**src/rtl/dot_pkg.sv**
```systemverilog
// Shared definitions for the dot-product accumulator core and its stream loader.
//   dot_state_e : loader FSM states (IDLE / SHIFT / SETTLE)
//   NIB_W       : nibble width streamed into the core per cycle
//   RES_W       : width of the core's running-maximum result
package dot_pkg;

  localparam int NIB_W = 4;
  localparam int RES_W = 10;

  typedef enum logic [1:0] {
    IDLE   = 2'd0,
    SHIFT  = 2'd1,
    SETTLE = 2'd2
  } dot_state_e;

endpackage

```
**src/rtl/dot_stream_loader.sv**
```systemverilog
// Streams a host word into the accumulator core one nibble per cycle (LSB
// nibble first), waits SETTLE_CYCLES for the core to update, then captures
// the core's running maximum and pulses res_valid for one cycle.
// Ports:
//   clk, rst_n              : clock; rst_n is an active-HIGH async reset
//   s_valid/s_ready/s_data/s_sel : host word handshake (accept in IDLE only)
//   nib_out/nib_sel/nib_en  : nibble stream to core ui_in[3:0] / uio_in[7]
//   busy                    : high whenever not IDLE
//   res_in                  : running maximum from the core
//   res_data/res_valid      : captured result and its one-cycle strobe
module dot_stream_loader
  import dot_pkg::*;
#(
  parameter int NIBBLES       = 4,
  parameter int SETTLE_CYCLES = 2
) (
  input  logic                    clk,
  input  logic                    rst_n,
  input  logic                    s_valid,
  output logic                    s_ready,
  input  logic [NIB_W*NIBBLES-1:0] s_data,
  input  logic                    s_sel,
  output logic [NIB_W-1:0]        nib_out,
  output logic                    nib_sel,
  output logic                    nib_en,
  output logic                    busy,
  input  logic [RES_W-1:0]        res_in,
  output logic [RES_W-1:0]        res_data,
  output logic                    res_valid
);

  localparam int DW = NIB_W * NIBBLES;
  localparam int CW = (NIBBLES > 1) ? $clog2(NIBBLES) : 1;
  localparam logic [CW-1:0] NIB_LAST    = CW'(NIBBLES - 1);
  localparam logic [3:0]    SETTLE_LAST = 4'(SETTLE_CYCLES - 1);

  dot_state_e        state_q, state_d;
  logic [DW-1:0]     sh_q, sh_d;
  logic              sel_q, sel_d;
  logic [CW-1:0]     cnt_q, cnt_d;
  logic [3:0]        wait_q, wait_d;
  logic [RES_W-1:0]  res_data_q, res_data_d;
  logic              res_valid_q, res_valid_d;

  always_comb begin
    state_d     = state_q;
    sh_d        = sh_q;
    sel_d       = sel_q;
    cnt_d       = cnt_q;
    wait_d      = wait_q;
    res_data_d  = res_data_q;
    res_valid_d = 1'b0;
    case (state_q)
      IDLE: begin
        if (s_valid) begin
          sh_d    = s_data;
          sel_d   = s_sel;
          cnt_d   = '0;
          state_d = SHIFT;
        end
      end
      SHIFT: begin
        sh_d = sh_q >> NIB_W;
        if (cnt_q == NIB_LAST) begin
          wait_d  = '0;
          state_d = SETTLE;
        end else begin
          cnt_d = cnt_q + 1'b1;
        end
      end
      SETTLE: begin
        // res_in is only looked at on the last settle edge
        if (wait_q == SETTLE_LAST) begin
          res_data_d  = res_in;
          res_valid_d = 1'b1;
          state_d     = IDLE;
        end else begin
          wait_d = wait_q + 1'b1;
        end
      end
      default: state_d = IDLE;
    endcase
  end

  always_ff @(posedge clk or posedge rst_n) begin
    if (rst_n) begin
      state_q     <= IDLE;
      sh_q        <= '0;
      sel_q       <= 1'b0;
      cnt_q       <= '0;
      wait_q      <= '0;
      res_data_q  <= '0;
      res_valid_q <= 1'b0;
    end else begin
      state_q     <= state_d;
      sh_q        <= sh_d;
      sel_q       <= sel_d;
      cnt_q       <= cnt_d;
      wait_q      <= wait_d;
      res_data_q  <= res_data_d;
      res_valid_q <= res_valid_d;
    end
  end

  // Outputs are pure decodes of flops; nib_sel keeps the last latched target.
  assign s_ready   = (state_q == IDLE);
  assign busy      = (state_q != IDLE);
  assign nib_en    = (state_q == SHIFT);
  assign nib_out   = (state_q == SHIFT) ? sh_q[NIB_W-1:0] : '0;
  assign nib_sel   = sel_q;
  assign res_data  = res_data_q;
  assign res_valid = res_valid_q;

endmodule

```
**config.mk**
```make
export PLATFORM = sky130hd
export DESIGN_NAME = dot_stream_loader
export DESIGN_NICKNAME = d
export VERILOG_FILES = /design/src/rtl/dot_pkg.sv /design/src/rtl/dot_stream_loader.sv
export SDC_FILE = /design/constraint.sdc
export NUM_CORES = 1
export LEC_CHECK = 0
export CORE_MARGIN = 4
export CORE_UTILIZATION = 47
export CTS_CLUSTER_SIZE = 20
export DETAILED_ROUTE_END_ITERATION = 6
export GPL_TIMING_DRIVEN = 0
export PLACE_DENSITY = 0.79
export SLEW_MARGIN = 20
export SYNTH_ARGS = -nofsm -noshare
export SYNTH_HDL_FRONTEND = slang
export SYNTH_SLANG_ARGS = --single-unit
```
**constraint.sdc**
```tcl
create_clock -name clk -period 1.6 [get_ports clk]
set_input_delay 0.16 -clock clk [delete_from_list [all_inputs] [get_ports clk]]
set_output_delay 0.16 -clock clk [all_outputs]
set_load 0.02 [all_outputs]
```
==> impl_metrics.env <==
export IMPL_setup_viol=0
export IMPL_period_share_pct=97.13
export IMPL_die_area_mm2=0.004572
export IMPL_cts_htree_levels=2
export IMPL_cts_tree="yes"
export IMPL_grt_start_max_net_pins=37
export IMPL_routed_wl_um=3677
export IMPL_synth_ff_latch_count=36
export IMPL_outcome="finished clean"
export IMPL_path_max_fanout=10
export IMPL_rows=21
export IMPL_die_h_um=67.62
export IMPL_setup_worst_path_class="register to register"
export IMPL_synth_nets=166
export IMPL_p_per_area_mw_per_mm2=1899
export IMPL_hp_class="input pin to asynchronous set/reset pin"
export IMPL_via_per_inst=5.063
export IMPL_yosysWarnings=0
export IMPL_synth_flop_cell="dfrtp_1"
export IMPL_antenna_cells=0
export IMPL_ys_seq_area_share_pct=53.93
export IMPL_cts_sinks=36
export IMPL_maxSlewHeadroom_pct=51.09
export IMPL_place_congestion=0.6566
export IMPL_drc=0
export IMPL_synthCells=133
export IMPL_drt_iter0_markers=21
export IMPL_drive_gt1_share_pct=23.20
export IMPL_required_ns=1.82
export IMPL_slew_viol_final=0
export IMPL_routedWlPerCell_um=15.32
export IMPL_postSynthAreaPerCell_um2=12.56
export IMPL_path_clk_slew_ns=0.10
export IMPL_synth_top_cell_by_area="dfrtp_1"
export IMPL_clk_latency_ns=0.33
export IMPL_tns_ns=0
export IMPL_synth_area_top_cells="dfrtp_1 54%, mux2_4 8.1%, mux2i_1 7.8%"
export IMPL_grt_usage_pct=17.69
export IMPL_via_count=1215
export IMPL_netlist_area_mm2=0.001670
export IMPL_netlist_area_leader_share_pct=53.93
export IMPL_hold_viol_final=0
export IMPL_max_freq_mhz=643.5
export IMPL_drv_cap=0
export IMPL_cts_max_path_buffers=2
export IMPL_async_flop_share_pct=100.0
export IMPL_period_needed_ns=1.554
export IMPL_fin_skew_ns=0.003414
export IMPL_crit_arrival_ns=1.78
export IMPL_start_util_pct=49.28
export IMPL_startpoint_type="register"
export IMPL_hold_slack_ns=0.2774
export IMPL_cts_root_buffer="clkbuf_4"
export IMPL_dr_pass1_iters=3
export IMPL_totalPowerFinal_w=0.004371
export IMPL_cp_end_kind="register"
export IMPL_portBuffers=48
export IMPL_p_leak_nw=1.126
export IMPL_overflow=0
export IMPL_postLayoutCellArea_mm2=0.002302
export IMPL_ant_nets=0
export IMPL_die_w_um=67.62
export IMPL_areaGrowthSynthToFinish_pct=37.83
export IMPL_tightest_slew_ns=0.7325
export IMPL_core_mm2=0.003390
export IMPL_synth_edf_count=0
export IMPL_yosysMostFrequentCell="dfrtp_1"
export IMPL_max_vdd_ir_drop_v=0.001025
export IMPL_num_io_pins=49
export IMPL_fin_nets=226
export IMPL_grt_pass1_vias=1277
export IMPL_fin_util_pct=67.92
export IMPL_cts_buffers=5
export IMPL_grt_pass1_wl_um=5913
export IMPL_synth_common_cells="36 x dfrtp_1, 14 x nand2_1, 13 x mux2i_1, 9 x mux2_4, 9 x o21ai_0"
export IMPL_synth_cell_types=30
export IMPL_hpwl_um=2570
export IMPL_placed_cell_area_mm2=0.002208
export IMPL_grt_antenna_before_repair=0
## final timing paths
check | startpoint | slack (ns) | to | depth (start not counted)
setup / recovery | state_q[1] | 0.05 | res_data[9] | 6
hold / removal | rst_n | 0.28 | sh_q[2] | 2
setup reg to reg | state_q[1] | 0.05 | res_data[9] | 6
hold reg to reg | sh_q[0] | 0.49 | sh_q[0] | 2
max in group asynchronous | rst_n | 0.81 | state_q[0] | 2
min in group clk | s_data[14] | 0.43 | sh_q[14] | 2
## cell families (layout without fill, tap and decap cells)
logic type | count (synthesis) | after routing | synth area share [%]
buffers and inverters | 12 | 73 | 4.045
adders and majority gates | 3 | 3 | 2.247
xor gates and xnor gates | 1 | 1 | 0.5244
AOI/OAI and AO/OA | 26 | 26 | 10.71
DFF | 36 | 36 | 53.93
and+or+nand+nor | 29 | 29 | 9.963
muxes | 26 | 26 | 18.58
## repair_timing
action	CTS	global route
hold buffers	0	0
resized for setup	29	10
setup endpoints to repair	7	16
gates cloned	0	0
buffers inserted	3	4
## per-layer routing
metal  part of all wire (%)  track usage (%)  vias up
li1                       -                -      584
met1                     41            20.34      579
met2                     50            30.01       45
met3                    6.5            6.656        7
met4                    1.8            6.076        0
met5                      0                0        -
## critical path, stage by stage, from the launching register on
cell and delay, ns:
dfrtp_2 0.47, buf_4 0.15, buf_4 0.15, nand2b_4 0.09, nand2b_4 0.14, buf_12 0.14, mux2_4 0.31
## state kept, by name (all words and copies together) (netlist names)
signal     count
res_data      10
res_valid      1
nib_sel        1
cnt_q          2
state_q        2
wait_q         4
sh_q          16
## through the flow
step,setup WS (ns),cells
after global placement,-0.2711,227
final,0.04596,240
after floorplan,0.1215,133
after CTS,0.008663,237
after global routing,-0.01653,240
after detailed placement,-0.2770,227
## layout by cell type, fill, tap and decap left out, drive strengths merged, types with 2 or more instances in the layout
| cell | n |
|---|---|
| clkdlybuf4s50 | 41 |
| dfrtp | 36 |
| nand2 | 14 |
| mux2i | 13 |
| mux2 | 13 |
| o21ai | 13 |
| buf | 13 |
| clkbuf | 12 |
| a22o | 7 |
| inv | 6 |
| and2 | 4 |
| ha | 3 |
| nor2 | 3 |
| nand2b | 2 |
| nor3b | 2 |
| a2bb2oi | 2 |
## cell type report
class	instances	area (µm²)
multi-input cells	85	714.4
plain buffers	4	33.78
well taps	46	57.56
fillers	262	1087
clock buffers	8	58.81
flip-flops and latches	36	903.4
inverters	6	22.52
repair buffers	55	511.7
## power breakdown
part | internal [W] | switching [W] | leakage, nW
sequential | 0.00130 | 0.000247 | 0.449
combinational | 0.00121 | 0.00112 | 0.644
clock | 0.000217 | 0.000284 | 0.0326
Note: power is estimated with default switching activity, not from simulation.
